$ cat src/rtl/grad_trap_sequencer.sv
// Timed valve sequencer for an N-channel gradient cell-trap array.
// Routes the gradient into each enabled trap in turn, cultures with every valve closed, then flushes.
module grad_trap_sequencer #(
    parameter int N_CH       = 4,
    parameter int SEL_W      = $clog2(N_CH),
    parameter int CNT_W      = 16,
    parameter int SETTLE_CYC = 2
) (
    input  logic             clk,
    input  logic             rst,
    input  logic             start,
    input  logic             abort,
    input  logic [N_CH-1:0]  ch_mask,
    input  logic [CNT_W-1:0] load_cycles,
    input  logic [CNT_W-1:0] culture_cycles,
    input  logic [CNT_W-1:0] flush_cycles,
    output logic             inlet_a,
    output logic             inlet_b,
    output logic             flush_en,
    output logic [SEL_W-1:0] sel_a,
    output logic [SEL_W-1:0] sel_b,
    output logic [SEL_W-1:0] cur_ch,
    output logic             busy,
    output logic             done,
    output logic             aborted
);

    typedef enum logic [2:0] {
        S_IDLE,
        S_SETTLE,
        S_LOAD,
        S_CULTURE,
        S_FLUSH,
        S_DONE
    } state_t;

    state_t           state;
    state_t           nxt_state;
    logic [CNT_W-1:0] cnt;
    logic [CNT_W-1:0] nxt_cnt;
    logic [SEL_W-1:0] nxt_ch;
    logic             nxt_aborted;
    logic [SEL_W:0]   hit;

    logic [N_CH-1:0]  mask_q;
    logic [CNT_W-1:0] load_q;
    logic [CNT_W-1:0] culture_q;
    logic [CNT_W-1:0] flush_q;

    // A programmed duration of zero still occupies one cycle.
    function automatic logic [CNT_W-1:0] at_least_one(input logic [CNT_W-1:0] v);
        return (v == '0) ? CNT_W'(1) : v;
    endfunction

    // Lowest set bit of m at or above position lo; MSB of the result flags a hit.
    function automatic logic [SEL_W:0] first_set_from(input logic [N_CH-1:0] m, input int lo);
        logic [SEL_W:0] r;
        r = '0;
        for (int i = N_CH - 1; i >= 0; i--) begin
            if (m[i] && i >= lo) begin
                r = {1'b1, SEL_W'(i)};
            end
        end
        return r;
    endfunction

    always_ff @(posedge clk) begin
        if (state == S_IDLE && start) begin
            mask_q    <= ch_mask;
            load_q    <= at_least_one(load_cycles);
            culture_q <= at_least_one(culture_cycles);
            flush_q   <= at_least_one(flush_cycles);
        end
    end

    always_comb begin
        nxt_state   = state;
        nxt_cnt     = cnt;
        nxt_ch      = cur_ch;
        nxt_aborted = aborted;
        hit         = '0;
        case (state)
            S_IDLE: begin
                if (start) begin
                    nxt_aborted = 1'b0;
                    hit = first_set_from(ch_mask, 0);
                    if (hit[SEL_W]) begin
                        nxt_state = S_SETTLE;
                        nxt_ch    = hit[SEL_W-1:0];
                        nxt_cnt   = CNT_W'(SETTLE_CYC);
                    end else begin
                        nxt_state = S_DONE;
                    end
                end
            end
            S_SETTLE: begin
                if (cnt == CNT_W'(1)) begin
                    nxt_state = S_LOAD;
                    nxt_cnt   = load_q;
                end else begin
                    nxt_cnt = cnt - CNT_W'(1);
                end
            end
            S_LOAD: begin
                if (cnt == CNT_W'(1)) begin
                    hit = first_set_from(mask_q, int'(cur_ch) + 1);
                    if (hit[SEL_W]) begin
                        nxt_state = S_SETTLE;
                        nxt_ch    = hit[SEL_W-1:0];
                        nxt_cnt   = CNT_W'(SETTLE_CYC);
                    end else begin
                        nxt_state = S_CULTURE;
                        nxt_cnt   = culture_q;
                    end
                end else begin
                    nxt_cnt = cnt - CNT_W'(1);
                end
            end
            S_CULTURE: begin
                if (cnt == CNT_W'(1)) begin
                    nxt_state = S_FLUSH;
                    nxt_cnt   = flush_q;
                end else begin
                    nxt_cnt = cnt - CNT_W'(1);
                end
            end
            S_FLUSH: begin
                if (cnt == CNT_W'(1)) begin
                    nxt_state = S_DONE;
                end else begin
                    nxt_cnt = cnt - CNT_W'(1);
                end
            end
            S_DONE:  nxt_state = S_IDLE;
            default: nxt_state = S_IDLE;
        endcase
        // Abort overrides any natural phase transition before the flush.
        if (abort && (state inside {S_SETTLE, S_LOAD, S_CULTURE})) begin
            nxt_state   = S_FLUSH;
            nxt_cnt     = flush_q;
            nxt_aborted = 1'b1;
        end
    end

    // Outputs are registered from the next state so they line up with the state register.
    always_ff @(posedge clk) begin
        if (rst) begin
            state    <= S_IDLE;
            cnt      <= '0;
            cur_ch   <= '0;
            aborted  <= 1'b0;
            busy     <= 1'b0;
            done     <= 1'b0;
            inlet_a  <= 1'b0;
            inlet_b  <= 1'b0;
            flush_en <= 1'b0;
            sel_a    <= '1;
            sel_b    <= '1;
        end else begin
            state    <= nxt_state;
            cnt      <= nxt_cnt;
            cur_ch   <= nxt_ch;
            aborted  <= nxt_aborted;
            busy     <= nxt_state inside {S_SETTLE, S_LOAD, S_CULTURE, S_FLUSH};
            done     <= (nxt_state == S_DONE);
            inlet_a  <= (nxt_state == S_LOAD);
            inlet_b  <= (nxt_state == S_LOAD);
            flush_en <= (nxt_state == S_FLUSH);
            case (nxt_state)
                S_SETTLE, S_LOAD: begin
                    sel_a <= nxt_ch;
                    sel_b <= ~nxt_ch;
                end
                S_FLUSH: begin
                    sel_a <= '0;
                    sel_b <= '0;
                end
                default: begin
                    sel_a <= '1;
                    sel_b <= '1;
                end
            endcase
        end
    end

endmodule

$ cat config.mk
export PLATFORM = sky130hd
export DESIGN_NAME = grad_trap_sequencer
export DESIGN_NICKNAME = d
export VERILOG_FILES = /design/src/rtl/grad_trap_sequencer.sv
export SDC_FILE = /design/constraint.sdc
export NUM_CORES = 1
export LEC_CHECK = 0
export BUFFER_PORTS_ARGS = -buffer_cell sky130_fd_sc_hd__buf_2
export CORE_MARGIN = 4
export CORE_UTILIZATION = 57
export CTS_CLUSTER_SIZE = 16
export DETAILED_ROUTE_END_ITERATION = 10
export PLACE_DENSITY = 0.78
export REMOVE_ABC_BUFFERS = 1
export SETUP_SLACK_MARGIN = 0.3
export SLEW_MARGIN = 10
export SYNTH_ARGS = -nofsm -noshare
export SYNTH_HDL_FRONTEND = slang
export SYNTH_SLANG_ARGS = --single-unit
export TNS_END_PERCENT = 50
$ cat constraint.sdc
create_clock -name clk -period 4.18 [get_ports clk]
set_clock_uncertainty 0.1 [all_clocks]
set_input_delay 1.045 -clock clk [delete_from_list [all_inputs] [get_ports clk]]
set_output_delay 1.045 -clock clk [all_outputs]
set_load 0.03 [all_outputs]
### Word-level counts from Yosys, hierarchy flattened

Cells that the tools add are included.

* add/sub/neg operators: 2
* magnitude comparators: 4
* eq/ne operators: 13
* muxes and demuxes: 40
* bitwise logic cells: 1
* reductions and logical operators: 18

Operators by type and width (count)
* $mux W16: 8
* $pmux W16 S5: 1
* $mux W3: 19
* $logic_not A16 Y1: 3
* $eq A16 B1 Y1 const B: 1
* $sub A16 B1 Y16 const B: 1
* $pmux W3 S5: 1
* $eq A3 B2 Y1 const B: 4
* $pmux W2 S2: 3
* $mux W2: 5
* $eq A3 B3 Y1 const B: 3
* $eq A3 B1 Y1 const B: 2
* $ge A1 B3 Y1 const A: 2
* $ge A2 B3 Y1 const A: 2
* $logic_and A1 B1 Y1: 6
* $reduce_bool A6 Y1: 1
* $reduce_and A4 Y1: 1
* $reduce_bool A2 Y1: 2
* $reduce_bool A4 Y1: 1
* $add A2 B1 Y3 const B: 1
* $logic_not A3 Y1: 1
* $mux W1: 3
* $ne A3 B1 Y1 const B: 1
* $ne A3 B2 Y1 const B: 1
* other kinds (5): 5

* bits in registers: 82
* output and inout port bits: 12

### Logic depth before layout (Yosys ltp)

Gate-level depths: netlist of the first run.

* depth in word-level cells: 16
* depth in mapped cells: 12

### Worst setup path before layout of the first run

OpenSTA, ideal clock, no wires.

* path type: input -> register
* start: in start
* end: reg culture_q[0], enable pin
* arrival time: 3246 ps
* data required time: 3620 ps
* setup slack: 375 ps
* stages: 2
* path buffers: 0
* cells stage by stage: nand2_1 > nor2_1

* longest elaborated chain between the ends: 1

RTL lines
* start, declared: RTL line 11 `input logic start,`
* $logic_and A1 B1 Y1: RTL line 68 `if (state == S_IDLE && start) begin`
* end signal, assigned: RTL line 71 `culture_q <= at_least_one(culture_cycles);`
* end, declared: RTL line 47 `logic [CNT_W-1:0] culture_q;`

Every way passes these cells.
A chain may end at the register's enable or synchronous reset.

### Worst setup path in the final report of the first run

* start: in ch_mask[1]
* end: reg cnt[0]

* longest elaborated chain between the ends: 6

RTL lines
* start, declared: RTL line 13 `input logic [N_CH-1:0] ch_mask,`
* $mux W3 (2 in series): RTL line 60 `if (m[i] && i >= lo) begin`
* $mux W3: RTL line 84 `if (start) begin`
* $mux W3: RTL line 82 `case (state)`
* $ne A3 B1 Y1 (no line)
* $reduce_and A4 Y1 (no line)
* end signal, assigned: RTL line 161 `cnt <= nxt_cnt;`
* end, declared: RTL line 39 `logic [CNT_W-1:0] cnt;`

Every way passes these cells. The select of a mux whose other input is x is not followed.

==> out/results.tsv, run 1 <==
metric	value	unit
status	finished, final reports clean	
drive_gt1_share	23.7	%
vdd_ir_drop_max	0.249	mV
swShare	40.7	%
synthFlopType	edfxtp_1	
synthAdderAreaFrac	0.582	%
drt_pass1_iterations	7	
final-hold-violation-count	0	
synth_top_cell_by_area	edfxtp_1	
fin_ws	0.921	ns
path_cells	buf_2, or4_1, or4b_1, nand3_1, a41o_2, and2_1, a311oi_1, a221oi_2	
syn_inst	446	
fp.coreArea	7290	µm²
p_sw	1240	µW
multiInputGateArea	1840	µm²
worst_path_max_delay_cell	or4_1	
drv_slew	0	
synth-seq-area-share	49.6	%
yosysUniqueCellTypes	66	
final_nets	522	
cp.required	4.36	ns
cp-start-kind	input pin	
clk_pin_slew	0.09	ns
avgViaCountPerCell	6.44	
tightest_slew	1.17	ns
grt_antenna_before_repair	0	
place_hpwl	7940	µm
cp_data_arrival_time	3.44	ns
synth_compound_area_share	19.7	%
critPathCaptureType	flop	
muxShareOfSynthArea	4.19	%
drc	0	
fillCellCount	621	
fin_tns_setup	0	ns
synth-edff-count	51	
drtAntennaViolNets	0	
fmax	307	MHz
worstSkewPairLatency	0.36	ns
holdBufCountCts	0	
synth_seq_cells	81	
setup_viol	0	
synth_top_family_by_area	compound AO/OA/AOI/OAI gates	
portBuffers	67	
syn_area	4300	µm²
synth-warning-count	0	
overflow	0	
cts_setup_buffers	0	
io_pins	68	
post-route-util	65.3	%
grt_usage	25.2	%
p_clk_share	21.5	%
syn_area_per_cell	9.64	µm²
cts_resized	0	
rows	31	
via_count	3660	
p_seq_share	37.9	%
synth_common_cells	57 x clkbuf_1, 51 x edfxtp_1, 39 x nor2_1, 32 x a21oi_1, 30 x dfxtp_1	
clock-root-buffer	clkbuf_8	
grt_max_degree	52	
die_area	9000	µm²
ff_latch_area	2130	µm²
leakage	0.00174	µW
die_w	94.9	µm
syn2layout_area_growth	10.8	%
diodes	0	
synth.most_common_cell	clkbuf_1	
pwr_density_cell	637	nW/µm²
grt_pass1_vias	3356	
period_share	78.0	%
ys_top_cells_by_area	edfxtp_1 36%, dfxtp_1 14%, clkbuf_1 5.0%	
drv_cap	0	
relSlewSlack	21.2	%
internal_power	1800	µW
synth-simple-area-share	17.2	%
clkSinkCount	81	
numCtsBuffers	9	
wirelength	10900	µm
synth_top_area_share	35.6	%
cts_tree	done	
grt_pass1_wl	17200	µm
wl_per_cell	19.2	µm
critical_path_class	in2reg	
min_period	3.26	ns
place_congestion	0.939	
die_h	94.9	µm
place_ws	0.603	ns
synth-xor-area-share	1.02	%
clockBufferDepth	2	
synth-async-reset-ratio	0	%
h-tree-depth	3	
pwr-share-comb	40.6	%
max_stage_delay	0.53	ns
start_util	59.0	%
drtIter0Drc	460	
cp_max_fo	15	
rsz0062_at_grt	false	
hp-class	reg2reg	
-- critical path, delay by kind of cell --
kind | cells | cell delay, ns
buffers and inverters | 1 | 0.12
AND/OR/NAND/NOR | 4 | 1.71
AO/OA/AOI/OAI | 3 | 0.56
-- placed cells by master, fill, tap and decap left out, drive strengths merged, types with 3 or more instances in the layout --
cell,instances
buf,75
edfxtp,51
nor2,39
a21oi,32
dfxtp,30
nand2,29
o21ai,25
nor4,15
nor3,15
inv,14
nand3,12
o31ai,10
mux2i,9
o211ai,9
clkbuf,9
mux2,8
o311ai,6
a32o,5
or4,4
a211oi,4
a41o,4
nor4b,3
nand4b,3
nand4,3
and2,3
nor2b,3
a31oi,3
xor2,3
a22oi,3
-- per-layer routing --
layer  up-vias  share of wire, %  GRT usage (%)
met5         -                 0              0
met4         0               2.1           9.13
met3        23               8.8           4.86
met2       210                46           39.1
met1      1734                43           35.3
li1       1693                 -              -
-- power by group through the flow --
stage / Sequential, µW / Clock (µW) / Combinational [µW]
final: 1150 / 652 / 1230
after global routing: 1170 / 688 / 1340
after CTS: 1150 / 653 / 1200
after detailed placement: 1160 / 0 / 1190
after global placement: 1160 / 0 / 1190
after floorplan: 1190 / 0 / 791
-- final timing paths --
path,start,end,slack [ns],cells past startpoint
setup / recovery,ch_mask[1],cnt[0]$_SDFFE_PP0P_,0.92,8
hold / removal,cnt[14]$_SDFFE_PP0P_,cnt[14]$_SDFFE_PP0P_,0.42,2
setup reg to reg,state[2]$_SDFF_PP0_,cnt[4]$_SDFFE_PP0P_,0.97,7
hold reg to reg,cnt[14]$_SDFFE_PP0P_,cnt[14]$_SDFFE_PP0P_,0.42,2
-- sequential cells by signal (all words and copies together), names as in the netlist --
| signal | cells |
|---|---|
| aborted | 1 |
| busy | 1 |
| cnt | 16 |
| culture_q | 16 |
| cur_ch | 2 |
| done | 1 |
| flush_en | 1 |
| flush_q | 16 |
| inlet_b | 1 |
| load_q | 16 |
| mask_q | 3 |
| sel_a | 2 |
| sel_b | 2 |
| state | 3 |
-- cells by family after synthesis --
family | count (synthesis)
compound gates | 123
flops | 81
buf+inv | 80
mux | 17
simple gates | 138
xor+xnor | 5
fa+ha+maj | 2
-- through the flow --
stage,std cells,hold WS (ns),power [µW],cell area (µm²)
detailed placement,552,0.399,2360,4540
floorplan,378,0.360,1990,4010
global placement,552,0.370,2350,4540
finish,568,0.421,3040,4760
global route,568,0.436,3200,4760
CTS,568,0.411,3000,4760
-- layout make-up --
| class | instances | area share, % |
|---|---|---|
| tap | 99 | 2.60 |
| sequential | 81 | 44.7 |
| inverter | 12 | 0.945 |
| multi-input combinational | 285 | 38.7 |
| timing repair buffer | 75 | 8.30 |
| clock buffer | 9 | 2.60 |
| clock inverter | 7 | 2.13 |
No activity file was read; power rests on OpenSTA's default activity.
==> run 2: changes to the inputs <==
--- a/config.mk
+++ b/config.mk
@@ -7,10 +7,10 @@
 export LEC_CHECK = 0
 export BUFFER_PORTS_ARGS = -buffer_cell sky130_fd_sc_hd__buf_2
 export CORE_MARGIN = 4
-export CORE_UTILIZATION = 57
+export CORE_UTILIZATION = 51
 export CTS_CLUSTER_SIZE = 16
 export DETAILED_ROUTE_END_ITERATION = 10
-export PLACE_DENSITY = 0.78
+export PLACE_DENSITY = 0.74
 export REMOVE_ABC_BUFFERS = 1
 export SETUP_SLACK_MARGIN = 0.3
 export SLEW_MARGIN = 10
==> constraint.sdc (replaced) <==
create_clock -name clk -period 2.75 [get_ports clk]
set_clock_uncertainty 0.1 [all_clocks]
set_input_delay 0.6875 -clock clk [delete_from_list [all_inputs] [get_ports clk]]
set_output_delay 0.6875 -clock clk [all_outputs]
set_load 0.03 [all_outputs]
==> run 2 against run 1 <==
Flip-flop and latch count unchanged. Routed wire length up 17%. Clock-buffer cell count unchanged. Largest power group unchanged. Non-clock buffer count up 53. Combinational power up 120%. Clock power up 41%. Final cell count up 11%. Hold slack worse by 0.032 ns. Cell area up 14%. Core utilization up 0.76 points. Critical path depth unchanged. Register-to-register slack worse by 0.70 ns. Critical endpoint is now cnt[9]$_SDFFE_PP0P_.
==> out/results.tsv, run 2 (synthesis results as in run 1) <==
metric	value	unit
cts_tree	done	
start_util	52.4	%
reg2reg_to	cnt[8]$_SDFFE_PP0P_	
drtAntennaViolNets	0	
fin_cells	628	
cp-startpoint	ch_mask[1]	
cp_data_arrival_time	2.65	ns
critPathCaptureType	flop	
final-hold-violation-count	0	
pwr_density_cell	991	nW/µm²
numCtsBuffers	9	
clock-root-buffer	clkbuf_8	
vdd_ir_drop_max	0.479	mV
drv_cap	0	
fillCellCount	621	
tightest_slew	0.680	ns
overflow	0	
die_h	99.8	µm
cp.required	2.91	ns
drtIter0Drc	481	
wirelength	12800	µm
leakage	0.00207	µW
grt_pass1_wl	20100	µm
final_common_cell	buf_2	
holdBufCountCts	0	
cp_max_fo	10	
drt_pass1_iterations	5	
syn2layout_area_growth	26.3	%
clockBufferDepth	2	
io_pins	68	
rows	33	
relSlewSlack	54.3	%
status	finished, final reports clean	
h-tree-depth	3	
grt_max_degree	52	
placed_cells	602	
clkSinkCount	81	
power	5380	µW
grt_usage	25.7	%
final_cell_mix	67 x buf_2, 55 x buf_4, 51 x edfxtp_1, 37 x nor2_1, 30 x a21oi_1	
clk_pin_slew	0.09	ns
portBuffers	67	
grt_antenna_before_repair	0	
hp-class	reg2reg	
cp-start-kind	input pin	
rr_worst_depth	10	
wl_per_cell	20.4	µm
place_hpwl	8780	µm
r2r-start	cnt[1]$_SDFFE_PP0P_	
place_congestion	0.905	
min_period	2.50	ns
via_count	4003	
avgViaCountPerCell	6.37	
drive_gt1_share	37.9	%
crit_path_end	cnt[9]$_SDFFE_PP0P_	
period_share	90.8	%
diodes	0	
fp.coreArea	8220	µm²
worstSkewPairLatency	0.37	ns
rsz0062_at_grt	true	
setup_viol	0	
die_area	9970	µm²
drc	0	
final_nets	576	
r2r_slack	0.27	ns
die_w	99.8	µm
critical_path_class	in2reg	
grt_pass1_vias	3884	
fmax	400	MHz
drv_slew	0	
## run 2: area by class of cell
type	instances	area, µm²	area share, %
Sequential cell	81	2140	39.4
Clock inverter	7	85.1	1.57
Tap cell	105	131	2.42
Multi-Input combinational cell	286	2050	37.8
Inverter	12	45.0	0.829
Timing Repair Buffer	128	856	15.8
Clock buffer	9	124	2.28
## run 2: where the power goes
group	switching, µW	total [µW]	internal, µW
combinational	1540	2690	1160
sequential	207	1770	1560
clock	483	921	438
## run 2: worst min path at each step
stage | from | to | slack, ns | cells past startpoint
after CTS | aborted$_SDFFE_PP0P_ | aborted$_SDFFE_PP0P_ | 0.39 | 2
after global placement | aborted$_SDFFE_PP0P_ | aborted$_SDFFE_PP0P_ | 0.36 | 2
final | aborted$_SDFFE_PP0P_ | aborted$_SDFFE_PP0P_ | 0.39 | 2
after detailed placement | aborted$_SDFFE_PP0P_ | aborted$_SDFFE_PP0P_ | 0.38 | 2
after global routing | culture_cycles[5] | culture_q[5]$_SDFFCE_PN0P_ | 0.38 | 1
after floorplan | cnt[14]$_SDFFE_PP0P_ | cnt[14]$_SDFFE_PP0P_ | 0.36 | 2
## run 2: repair_timing
action                     CTS  global route
cloned                       1             1
buffers inserted             3             5
pin swaps                    6            11
gates resized for setup     26            34
setup endpoints to repair   18            22
## run 2: metal layers
layer | up-vias | share of wire [%] | GRT usage [%] | routed length, µm
met2 | 284 | 47 | 40.3 | 6050
met5 | - | 0 | 0 | 0
li1 | 1810 | - | - | -
met4 | 0 | 3.2 | 9.03 | 411
met1 | 1855 | 39 | 34.1 | 5030
met3 | 54 | 10 | 7.44 | 1320
## run 2: critical path, stage by stage
cell     delay, ns
buf_2         0.10
or4_4         0.53
or4b_4        0.49
nand3_2       0.10
a41o_4        0.16
or3_4         0.17
nand2_4       0.11
a32o_1        0.28
## run 2: per-stage QoR
step                      hold WS, ns  setup TNS (ns)  utilization, %  area [µm²]  setup WS [ns]
final                           0.389               0            66.1        5430          0.253
after global placement          0.363           -2.66            59.7        4900         -0.205
after CTS                       0.388               0            63.8        5250          0.251
after detailed placement        0.376           -3.76            59.7        4900         -0.271
after global routing            0.380               0            66.1        5430          0.171
after floorplan                 0.360          -55.31               -        4010          -1.06
